File: config.mk
export PLATFORM = sky130hd
export DESIGN_NAME = irrigation_sequencer
export DESIGN_NICKNAME = d
export VERILOG_FILES = /design/src/rtl/irrigation_pkg.sv /design/src/rtl/irrigation_sequencer_timer_monitor.sv /design/src/rtl/irrigation_sequencer.sv
export SDC_FILE = /design/constraint.sdc
export NUM_CORES = 1
export LEC_CHECK = 0
export ABC_AREA = 1
export CORE_UTILIZATION = 40
export DETAILED_ROUTE_END_ITERATION = 16
export DONT_BUFFER_PORTS = 1
export PLACE_DENSITY = 0.54
export SLEW_MARGIN = 20
export SYNTH_ARGS = -nofsm -noshare
export SYNTH_HDL_FRONTEND = slang
export SYNTH_HIERARCHICAL = 1
export SYNTH_SLANG_ARGS = --single-unit
export TNS_END_PERCENT = 10
File: constraint.sdc
create_clock -name clk -period 4.6 [get_ports clk]
set_input_delay 0.23 -clock clk [delete_from_list [all_inputs] [get_ports clk]]
set_output_delay 0.23 -clock clk [all_outputs]
set_load 0.005 [all_outputs]
File: src/rtl/irrigation_pkg.sv
// rtl/irrigation_pkg.sv - shared types and constants for the irrigation sequencer
package irrigation_pkg;

    typedef enum logic [1:0] {
        ST_IDLE     = 2'd0,
        ST_WATERING = 2'd1,
        ST_PAUSE    = 2'd2,
        ST_FAULT    = 2'd3
    } irr_state_t;

    localparam logic [5:0] SEC_MAX = 6'd59;
    localparam int         MIN_W   = 8;

endpackage

File: src/rtl/irrigation_sequencer_timer_monitor.sv
// rtl/irrigation_sequencer_timer_monitor.sv - classifies countdown steps into ticks, resyncs and faults
module timer_monitor (
    input  logic       clk,
    input  logic       reset,
    input  logic [5:0] seconds_counter,
    output logic       sec_tick,
    output logic       min_tick,
    output logic       proto_fault
);
    import irrigation_pkg::*;

    logic [5:0] prev;
    logic       is_dec;
    logic       is_wrap;
    logic       is_bad;

    // A jump back to 59 from anything but 0 is a silent resync, not a fault.
    always_comb begin
        is_dec  = 1'b0;
        is_wrap = 1'b0;
        is_bad  = 1'b0;
        if (seconds_counter > SEC_MAX) begin
            is_bad = 1'b1;
        end else if (seconds_counter != prev) begin
            if (prev != 6'd0 && seconds_counter == prev - 6'd1)
                is_dec = 1'b1;
            else if (prev == 6'd0 && seconds_counter == SEC_MAX)
                is_wrap = 1'b1;
            else if (seconds_counter != SEC_MAX)
                is_bad = 1'b1;
        end
    end

    always_ff @(posedge clk or posedge reset) begin
        if (reset) begin
            prev        <= SEC_MAX;
            sec_tick    <= 1'b0;
            min_tick    <= 1'b0;
            proto_fault <= 1'b0;
        end else begin
            prev        <= seconds_counter;
            sec_tick    <= is_dec | is_wrap;
            min_tick    <= is_wrap;
            proto_fault <= is_bad;
        end
    end

endmodule

File: src/rtl/irrigation_sequencer.sv
// rtl/irrigation_sequencer.sv - valve watering/rest sequencer driven by the seconds countdown
module irrigation_sequencer
    import irrigation_pkg::*;
#(
    parameter int WATER_MIN = 5,
    parameter int PAUSE_MIN = 10
) (
    input  logic             clk,
    input  logic             reset,
    input  logic [5:0]       seconds_counter,
    input  logic             soil_dry,
    input  logic             manual_start,
    input  logic             manual_stop,
    output logic             valve,
    output logic [1:0]       state_out,
    output logic [MIN_W-1:0] minutes_left,
    output logic             sec_tick,
    output logic             fault
);

    localparam logic [MIN_W-1:0] WATER_LOAD = MIN_W'(WATER_MIN);
    localparam logic [MIN_W-1:0] PAUSE_LOAD = MIN_W'(PAUSE_MIN);
    localparam logic [MIN_W-1:0] ONE_MIN    = MIN_W'(1);

    logic       min_tick;
    logic       proto_fault;
    logic       dry_s1, dry_s2;
    logic       start_s1, start_s2, start_s3;
    logic       stop_s1, stop_s2;
    logic       start_edge;
    irr_state_t state;

    timer_monitor u_timer_monitor (
        .clk             (clk),
        .reset           (reset),
        .seconds_counter (seconds_counter),
        .sec_tick        (sec_tick),
        .min_tick        (min_tick),
        .proto_fault     (proto_fault)
    );

    always_ff @(posedge clk or posedge reset) begin
        if (reset) begin
            dry_s1   <= 1'b0;
            dry_s2   <= 1'b0;
            start_s1 <= 1'b0;
            start_s2 <= 1'b0;
            start_s3 <= 1'b0;
            stop_s1  <= 1'b0;
            stop_s2  <= 1'b0;
        end else begin
            dry_s1   <= soil_dry;
            dry_s2   <= dry_s1;
            start_s1 <= manual_start;
            start_s2 <= start_s1;
            start_s3 <= start_s2;
            stop_s1  <= manual_stop;
            stop_s2  <= stop_s1;
        end
    end

    assign start_edge = start_s2 & ~start_s3;
    assign state_out  = state;

    // A protocol fault overrides every other event and is only cleared by reset.
    always_ff @(posedge clk or posedge reset) begin
        if (reset) begin
            state        <= ST_IDLE;
            valve        <= 1'b0;
            minutes_left <= '0;
            fault        <= 1'b0;
        end else if (proto_fault) begin
            state        <= ST_FAULT;
            valve        <= 1'b0;
            minutes_left <= '0;
            fault        <= 1'b1;
        end else begin
            case (state)
                ST_IDLE: begin
                    if ((dry_s2 || start_edge) && !stop_s2) begin
                        state        <= ST_WATERING;
                        minutes_left <= WATER_LOAD;
                        valve        <= 1'b1;
                    end
                end
                ST_WATERING: begin
                    if (stop_s2 || (min_tick && minutes_left == ONE_MIN)) begin
                        state        <= ST_PAUSE;
                        minutes_left <= PAUSE_LOAD;
                        valve        <= 1'b0;
                    end else if (min_tick) begin
                        minutes_left <= minutes_left - ONE_MIN;
                    end
                end
                ST_PAUSE: begin
                    if (min_tick) begin
                        if (minutes_left == ONE_MIN) begin
                            state        <= ST_IDLE;
                            minutes_left <= '0;
                        end else begin
                            minutes_left <= minutes_left - ONE_MIN;
                        end
                    end
                end
                default: begin
                    state        <= ST_FAULT;
                    valve        <= 1'b0;
                    minutes_left <= '0;
                    fault        <= 1'b1;
                end
            endcase
        end
    end

endmodule

# Word-level counts from Yosys, hierarchy flattened
# Index checks and enable logic that the tools add are counted.
# Widths: inputs -> output; s select.
word_totals:
  register_bits: 28
  input_bits: 11
  output_inout_bits: 13
  wordCells: 80
classes:
  bitwise: 3
  n_addsub: 2
  eq_ne: 14
  n_reduce_logical: 14
  n_mux: 31
  magnitude_cmp: 1
op_table:
  columns: ["operator", "n"]
  rows:
  - ["$mux 8", 6]
  - ["$pmux 8 s3", 1]
  - ["$mux 1", 17]
  - ["$mux 2", 5]
  - ["$ne 3x2->1 const B", 3]
  - ["$eq 8x1->1 const B", 1]
  - ["$sub 8x1->8 const B", 1]
  - ["$eq 6x6->1", 1]
  - ["$eq 6x6->1 const B", 1]
  - ["$gt 6x6->1 const B", 1]
  - ["$logic_not 6->1", 1]
  - ["$ne 6x6->1", 1]
  - ["$ne 6x6->1 const B", 1]
  - ["$pmux 2 s3", 1]
  - ["$reduce_and 3->1", 2]
  - ["$reduce_bool 6->1", 1]
  - ["$sub 6x1->6 const B", 1]
  - ["$logic_and 1x1->1", 4]
  - ["$ne 2x1->1 const B", 2]
  - ["$ne 4x2->1 const B", 1]
  - ["$reduce_and 4->1", 1]
  - ["$ne 3x1->1 const B", 1]
  - ["$pmux 1 s3", 1]
  - ["$reduce_or 3->1", 1]
  - ["8 further kinds", 9]

# Longest topological paths before layout
# Gate-level depths: netlist (run 1).
logic_depth:
  ltp_word: 7
  depth_mapped: 11
  mapped_depth_nobuf: 11

# By module
# The synthesis (run 1) kept the hierarchy.
modules_own_cells:
  columns: ["module", "area_each_um2", "cells_per_inst", "seq_area_each_um2", "n_inst"]
  rows:
  - ["irrigation_sequencer", 1062.3, 126, 475.5, 1]
  - ["timer_monitor", 646.9, 108, 231.5, 1]

# Worst setup path before layout (run 1)
# OpenSTA, ideal clock, no wires.
synth_path:
  path_kind: "register to register"
  from: "register u_timer_monitor.prev[0]"
  to: "register u_timer_monitor.proto_fault"
  t_required_ns: 4.482
  path_buffers: 0
  synth_period_minus_slack_ns: 1.495
  path_slack_ns: 3.105
  stages_incl_launch_ff: 11
  arrival_ns: 1.376
  setup_ns: 0.118
  cell_sequence: "dfstp_2 > inv_2 > ha_1 > nand2_1 > inv_1 > nor2_2 > nand3_1 > nor2_1 > nand3_1 > nand2_1 > nand2_1"
synth_between:
  elab_chain_cells: 6
  word_cells_on_any_way: 11
synth_lines:
  columns: ["element", "line_no", "text"]
  rows:
  - ["start: declaration", "irrigation_sequencer_timer_monitor.sv:12", "logic [5:0] prev;"]
  - ["start signal: assignment", "irrigation_sequencer_timer_monitor.sv:41", "prev <= seconds_counter;"]
  - ["$sub 6x1->6 or $logic_not 6->1 (tied branches)", "irrigation_sequencer_timer_monitor.sv:25, irrigation_sequencer_timer_monitor.sv:27", null]
  - ["$eq 6x6->1 or $logic_and 1x1->1 (tied branches)", "irrigation_sequencer_timer_monitor.sv:25, irrigation_sequencer_timer_monitor.sv:27", null]
  - ["$logic_and 1x1->1 or $mux 1 (tied branches)", "irrigation_sequencer_timer_monitor.sv:25, irrigation_sequencer_timer_monitor.sv:27", null]
  - ["$mux 1", "irrigation_sequencer_timer_monitor.sv:25", "if (prev != 6'd0 && seconds_counter == prev - 6'd1)"]
  - ["$mux 1 *", "irrigation_sequencer_timer_monitor.sv:24", "end else if (seconds_counter != prev) begin"]
  - ["$mux 1 *", "irrigation_sequencer_timer_monitor.sv:22", "if (seconds_counter > SEC_MAX) begin"]
  - ["net u_timer_monitor.is_bad", "irrigation_sequencer_timer_monitor.sv:15", "logic is_bad;"]
  - ["end signal: assignment", "irrigation_sequencer_timer_monitor.sv:44", "proto_fault <= is_bad;"]
  - ["end: declaration", "irrigation_sequencer_timer_monitor.sv:8", "output logic proto_fault"]
# The timed path passes the listed nets; every way through them passes the cells marked *.
# A chain may end at the register's enable or synchronous reset.

# Final worst setup path (run 1)
layout_path:
  from: "register state[0], in the netlist state_out[0]"
  to: "register minutes_left[0]"
layout_between:
  elab_chain_cells: 3
  word_cells_on_any_way: 9
layout_lines:
  columns: ["element", "line_no", "text"]
  rows:
  - ["start: declaration", "irrigation_sequencer.sv:31", "irr_state_t state;"]
  - ["start signal: assignment", "irrigation_sequencer.sv:68", "state <= ST_IDLE;"]
  - ["start signal: assignment", "irrigation_sequencer.sv:73", "state <= ST_FAULT;"]
  - ["start signal: assignment", "irrigation_sequencer.sv:81", "state <= ST_WATERING;"]
  - ["$eq 2x1->1, or another cell as far along", "irrigation_sequencer.sv:78", "case (state)"]
  - ["$ne 4x2->1 (no source line), or another cell as far along", null, null]
  - ["$reduce_and 3->1 (no source line) or $mux 8 (tied branches)", null, null]
  - ["end signal: assignment", "irrigation_sequencer.sv:92", "minutes_left <= minutes_left - ONE_MIN;"]
  - ["end signal: assignment", "irrigation_sequencer.sv:101", "minutes_left <= minutes_left - ONE_MIN;"]
  - ["end: declaration", "irrigation_sequencer.sv:16", "output logic [MIN_W-1:0] minutes_left,"]
# Parallel ways exist; a longest one is shown, timed or not.

==> impl_results.md, run 1 <==
* Cells after synthesis at ~230
* WL per Instance at between 10 and 15 um
* Longest Clk Path Bufs at 2
* Setup TNS at 0 ns
* WP data arrival at roughly 1.8 ns
* Post-synth net total at around 250
* Clock sinks at 28
* Routed Antenna Nets at 0
* Clock-pin slew on the worst setup and hold paths at 0.09 ns
* CP peak stage delay at ~0.47 ns
* LEAKAGE at around 1.0 nW
* Die Area at roughly 4500 um^2
* Die Y at roughly 67 um
* Clock buffer count from CTS at 3
* Clk_skew at roughly 0.0017 ns
* IO Count at 24
* WP data required at 4.78 ns
* Peak supply drop at approximately 0.00010 V
* CP max FO at 12
* Post-Syn Area at 1709 um^2
* Initial Util at ~42%
* CP Capture Type: flop
* Number of remaining DRC errors at 0
* DR pass1 iterations at 4
* Row count at 23
* Vias in the first global route at around 1.3k
* CP startpoint kind: flop
* Core area at 4058 um^2
* Global-route wire length before repair at ~5.6 mm
* Post-synth top area cell: dfrtp_1
* Fillers at around 400
* Type of the tightest min-delay check: input port to flop
* Root Driver: clkbuf_8
* CTS tree: built
* Placed Cells at roughly 280
* Cts hold-fix bufs at 10
* Final period utilization at about a third
* Drt total wl at 3.350 mm
* Minimum clock period after layout at between 1.5 and 2 ns
* Slowest CP cell: dfrtp_1
* Worst Max-Slew Pin Slew at just over 0.7 ns
* Max Cap Viol at 0
* Dpl ws at 2.993 ns
* CP cell instances: inv_1, ha_1, nand3_1, nand2_2, nor2_4, inv_1, nand2_1, nand2_1
* Number of DRC markers in iteration 0 at a little over 60
* Largest net degree at the start of global routing at 20
* GRT Residual Overflow at 0
* Share of cells above drive strength 1 at 13.36%
* Port-buffer cells at 0
* Worst r2r src: state_out[0]
* Max Slew Vio Count at 0
* Hold_sp: seconds_counter[2]
* R2r setup slk at roughly 3.0 ns
* Hold EP: u_timer_monitor/proto_fault
* Final setup margin at about 3.0 ns
* Initial antenna violation count at 0
* Seq/Total Area, Yosys at between 40% and 50%
* Slew margin rel. at between 50% and 60%
* Area share of the largest cell type after synthesis at 33.67%
* Via Count at roughly 1.4k
* Endpoints failing setup at 0
* Capturing point of the worst reg2reg path: minutes_left[0]
* Status: finished clean
* Critical path buffers and inverters at 2
* Number of antenna repair diodes at 0
* Yosys Warn Count at 6
* Final Hold Fails at 0
* Pwr dens at ~240 nW/um^2
* Non-filler instance count after layout at 297
* Crit Path Class: flop to flop
* Synth area leaders: dfrtp_1 34%, nand2_1 18%, dfstp_2 7.7%, inv_1 6.8%, ha_1 5.9%
* RSZ-0062 raised after global routing: false
* Routability cong. at 0.8089
* Worst Hold Depth at 2
* Nets at 267
* Clk_lat worst skew at between 0.2 and 0.3 ns
* Area Overhead vs Synth at 12.08%
* Yosys cell types at 22
* WHS at ~0.14 ns
* CTS H-tree lvls at 1
* Syn avg cell area at ~7.3 um^2
* CTS resizes at 0
* Die Span X at around 67 um
* Synthesized flop and latch total at 28
* Tot GR Track Use at ~16%
* Final core utilization at a little under half
* Vias per inst at roughly 4.7
* R2R depth at 8
* Hpwl dp at around 2.6 mm
* Max Clk Rate at around 620 MHz
* Crit-path leading delay family: simple AND/OR/NAND/NOR gates
* Postcts setup bufs at 0
Yosys cell counts:
cell and count:
dfstp_2 5, inv_1 31, nand2_2 4, o21bai_1 1
nand3_1 16, nand2_1 81, o21ai_1 5, a21oi_2 1
nand3_2 4, nand4_1 8, a21oi_1 1, nor2_4 1
dfrtp_1 23, nor2_1 20, ha_1 8, buf_6 1
nor3_1 3, inv_2 9, xor2_1 6, o21ai_0 1
nor2_2 4, nand2_4 1
sequential cells by signal (all words and copies together) (netlist names):
| signal | count |
|---|---|
| dry_s1 | 1 |
| state_out | 2 |
| start_s3 | 1 |
| valve | 1 |
| u_timer_monitor/sec_tick | 1 |
| u_timer_monitor/prev | 6 |
| stop_s2 | 1 |
| fault | 1 |
| dry_s2 | 1 |
| stop_s1 | 1 |
| u_timer_monitor/min_tick | 1 |
| start_s2 | 1 |
| start_s1 | 1 |
| u_timer_monitor/proto_fault | 1 |
| minutes_left | 8 |
report_power, final:
part	total, mW	switching, mW	internal, mW
Combinational	0.0436	0.0263	0.0172
Clock	0.153	0.0759	0.0766
Sequential	0.259	0.00467	0.254
final cells by class:
class / instances / area [um^2] / area share, %
clock buffer: 4 / 55.05 / 2.874
inverter: 40 / 150.1 / 7.838
multi-input combinational: 165 / 840.8 / 43.89
sequential: 28 / 706.9 / 36.90
tap: 50 / 62.56 / 3.266
timing repair buffer: 10 / 100.1 / 5.225
metal layers:
layer	up-vias	routed length [um]	global-route usage (%)
met3	4	156	4.054
met2	35	1383	23.75
met4	0	28	3.989
met5	-	0	0
met1	620	1781	24.03
li1	742	-	-
cell usage in the layout (no fill, tap or decap), types with 5 or more instances in the layout:
master / count
dfrtp_1: 23
dfstp_2: 5
dlygate4sd3_1: 10
ha_1: 8
inv_1: 31
inv_2: 9
nand2_1: 81
nand3_1: 16
nand4_1: 8
nor2_1: 20
o21ai_1: 5
xor2_1: 6
per-stage QoR:
stage	power [mW]	area (um^2)
4_1_cts	0.4650	1916
5_1_grt	0.4833	1916
6_report	0.4549	1916
2_1_floorplan	0.2930	1709
3_5_place_dp	0.3007	1760
3_3_place_gp	0.3008	1760
cell families (layout without fill, tap and decap cells):
family	Yosys count	count (layout)	synth area share (%)
simple gates	142	142	37.26
buf+inv	41	54	9.443
flops	28	28	41.36
compound gates	9	9	3.001
fa+ha+maj	8	8	5.857
xor+xnor	6	6	3.075
how the worst max path moves through the flow:
| stage | from | to | slack [ns] | cells after the start |
|---|---|---|---|---|
| after detailed placement | state_out[0] | minutes_left[0] | 2.99 | 8 |
| after global routing | u_timer_monitor/prev[0] | u_timer_monitor/proto_fault | 2.79 | 10 |
| after global placement | u_timer_monitor/prev[0] | u_timer_monitor/proto_fault | 3.02 | 10 |
| after CTS | state_out[0] | minutes_left[0] | 2.97 | 8 |
| after floorplan | u_timer_monitor/prev[0] | u_timer_monitor/proto_fault | 3.11 | 10 |
| final | state_out[0] | minutes_left[0] | 2.98 | 8 |
Note: power is estimated with default switching activity, not from simulation.
==> inputs of run 2 (changes only) <==
- clock period: 4.6 -> 1.7 ns (I/O delays scaled with it)
==> run 2 against run 1 <==
Routed wire length is 3.1% higher. Non-clock buffer count is 5 higher. Hold slack worse by 0.052 ns. Flip-flop and latch count stayed put. Clock skew is 0.0049 ns higher. Critical path depth is 3 higher. Combinational power grew to 2.9 times the previous value. Sequential share of layout area is 0.94 points lower. Power grew to 2.7 times the previous value. Count of clock-buffer cells in the layout stayed put. Setup slack worse by 2.8 ns. Critical path type unchanged.
==> impl_results.md, run 2 (synthesis results as in run 1) <==
* Reg power frac at 56.3% (-0.6 points)
* LEAKAGE at 1.066 nW (+2.2%)
* IO Count at 24 (unchanged)
* Pwr dens at 633.2 nW/um^2 (+170%)
* Die Y at 67.37 um (unchanged)
* Final setup margin at 0.1742 ns (-2.802 ns)
* Max Slew Vio Count at 0 (unchanged)
* Clock sinks at 28 (unchanged)
* Tot GR Track Use at 16.46% (+0.10 points)
* CTS tree: built
* Area Overhead vs Synth at 15.01%
* CP Capture Type: flop
* Row count at 23 (unchanged)
* CTS H-tree lvls at 1 (unchanged)
* Placed Cells at 287 (+1.4%)
* CP max FO at 6 (-6)
* Clk_skew at 0.006558 ns (+0.004890 ns)
* WL per Instance at 11.44 um (+1.4%)
* Clock power frac at 33.6% (about the same)
* Switching Power at 0.2996 mW (+180%)
* Final period utilization at 89.75% (+54 points)
* Slew margin rel. at 51.25% (-1.7 points)
* Core area at 4058 um^2 (unchanged)
* Drt total wl at 3.455 mm (+3.1%)
* Clk_lat worst skew at 0.27 ns (about the same)
* Share of cells above drive strength 1 at 15.87% (+2.5 points)
* Longest Clk Path Bufs at 2 (unchanged)
* Peak supply drop at 0.0003130 V (+200%)
* CP startpoint kind: flop
* Number of remaining DRC errors at 0 (unchanged)
* Minimum clock period after layout at 1.526 ns (-0.09832 ns)
* RSZ-0062 raised after global routing: false
* Max Cap Viol at 0 (unchanged)
* Largest net degree at the start of global routing at 20 (unchanged)
* Die Span X at 67.37 um (unchanged)
* Number of DRC markers in iteration 0 at 57 (-8.1%)
* Reg with most FFs: minutes_left
* Clock buffer count from CTS at 3 (unchanged)
* Status: finished clean
* Dpl ws at 0.1281 ns (-2.865 ns)
* Root Driver: clkbuf_8
* Routability cong. at 0.8414 (+4.0%)
* Max Clk Rate at 655.4 MHz (+6.4%)
* Worst Max-Slew Pin Slew at 0.7305 ns (+0.02621 ns)
* Vias per inst at 4.742 (+0.52%)
* Non-filler instance count after layout at 302 (+1.7%)
* Global-route wire length before repair at 5.533 mm (-0.75%)
* Routed Antenna Nets at 0 (unchanged)
* WP data required at 1.92 ns (-2.86 ns)
* Crit Path Class: flop to flop
* Internal power at 0.9450 mW (+170%)
* Initial antenna violation count at 0 (unchanged)
* Setup TNS at 0 ns (unchanged)
* Combinational power share at 10.1% (+0.5 points)
* Die Area at 4538 um^2 (unchanged)
* DR pass1 iterations at 4 (unchanged)
* Vias in the first global route at 1208 (-3.8%)
* Most frequent cells in the layout: 81 x nand2_1, 30 x inv_1, 23 x dfrtp_1, 20 x nor2_1, 16 x nand3_1
* Type of the tightest min-delay check: input port to flop
* Design Power at 1.245 mW (+170%)
* Largest register FFs at 8 (unchanged)
* Hpwl dp at 2.544 mm (-0.45%)
* Clock-pin slew on the worst setup and hold paths at 0.09 ns (about the same)
* Endpoints failing setup at 0 (unchanged)
* Initial Util at 42.12% (unchanged)
* WP data arrival at 1.74 ns (-0.06 ns)
* Via Count at 1432 (+2.2%)
* Most common cell after layout, fill and taps aside: nand2_1
* Nets at 272 (+1.9%)
* Number of antenna repair diodes at 0 (unchanged)
* GRT Residual Overflow at 0 (unchanged)
* Port-buffer cells at 0 (unchanged)
* Switching Share at 24.07% (+0.58 points)
* Final Hold Fails at 0 (unchanged)
run 2: changes by cell type in the layout (fill, tap and decap cells not counted), sizes merged:
cell	delta
buf	+5
run 2: area by class of cell:
class	count	area [um^2]
well taps	50	62.56
repair buffers	15	137.6
multi-input cells	165	853.3
fillers	412	2092
flip-flops and latches	28	706.9
inverters	40	150.1
clock buffers	4	55.05
run 2: path summary, 6_finish.rpt:
kind                                               from  cells past startpoint                       end  slack (ns)
worst max-delay path            u_timer_monitor/prev[0]                     11  u_timer_monitor/sec_tick        0.17
worst min-delay path                 seconds_counter[5]                      4  u_timer_monitor/min_tick        0.09
worst max register to register  u_timer_monitor/prev[0]                     11  u_timer_monitor/sec_tick        0.17
worst min register to register                  stop_s1                      0                   stop_s2        0.36
max in group asynchronous                         reset                      2           minutes_left[2]        0.85
min in group asynchronous                         reset                      2   u_timer_monitor/prev[2]        0.24
run 2: what timing repair did:
| item | 4_1_cts | 5_1_grt |
|---|---|---|
| endpoints found under the setup margin | 0 | 6 |
| hold endpoints to repair | 38 | 0 |
| buffers inserted | 0 | 1 |
| gates resized for setup | 0 | 2 |
| hold buffers | 10 | 0 |
run 2: critical path, stage by stage (launching register included):
cell	delay, ns
dfstp_2	0.57
inv_2	0.08
ha_4	0.24
nand2_1	0.06
inv_1	0.04
nor2_2	0.08
nand2_1	0.06
nor2_1	0.08
nand2_1	0.05
nor2_1	0.08
nand3_1	0.07
nand2_1	0.06
run 2: metal layers:
metal	vias to the layer above	share of wire (%)	GRT usage, %
li1	756	-	-
met1	645	53	25.05
met2	29	42	23.25
met3	2	4.5	3.547
met4	0	0.41	3.989
met5	-	0	0
run 2: stage by stage:
step / util (%) / hold slack, ns / cell area, um^2
floorplan: - / -0.09066 / 1709
global placement: 44.13 / -0.02736 / 1790
detailed placement: 44.13 / -0.02634 / 1790
CTS: 47.95 / 0.06669 / 1946
global route: 48.44 / 0.09349 / 1966
finish: 48.44 / 0.08780 / 1966
run 2: power by group through the flow:
stage | Clock (mW) | Sequential, mW | Combinational [mW]
after detailed placement | 0 | 0.713 | 0.101
after global placement | 0 | 0.713 | 0.101
after floorplan | 0 | 0.710 | 0.0832
after global routing | 0.474 | 0.702 | 0.145
final | 0.418 | 0.700 | 0.126
after CTS | 0.448 | 0.701 | 0.122
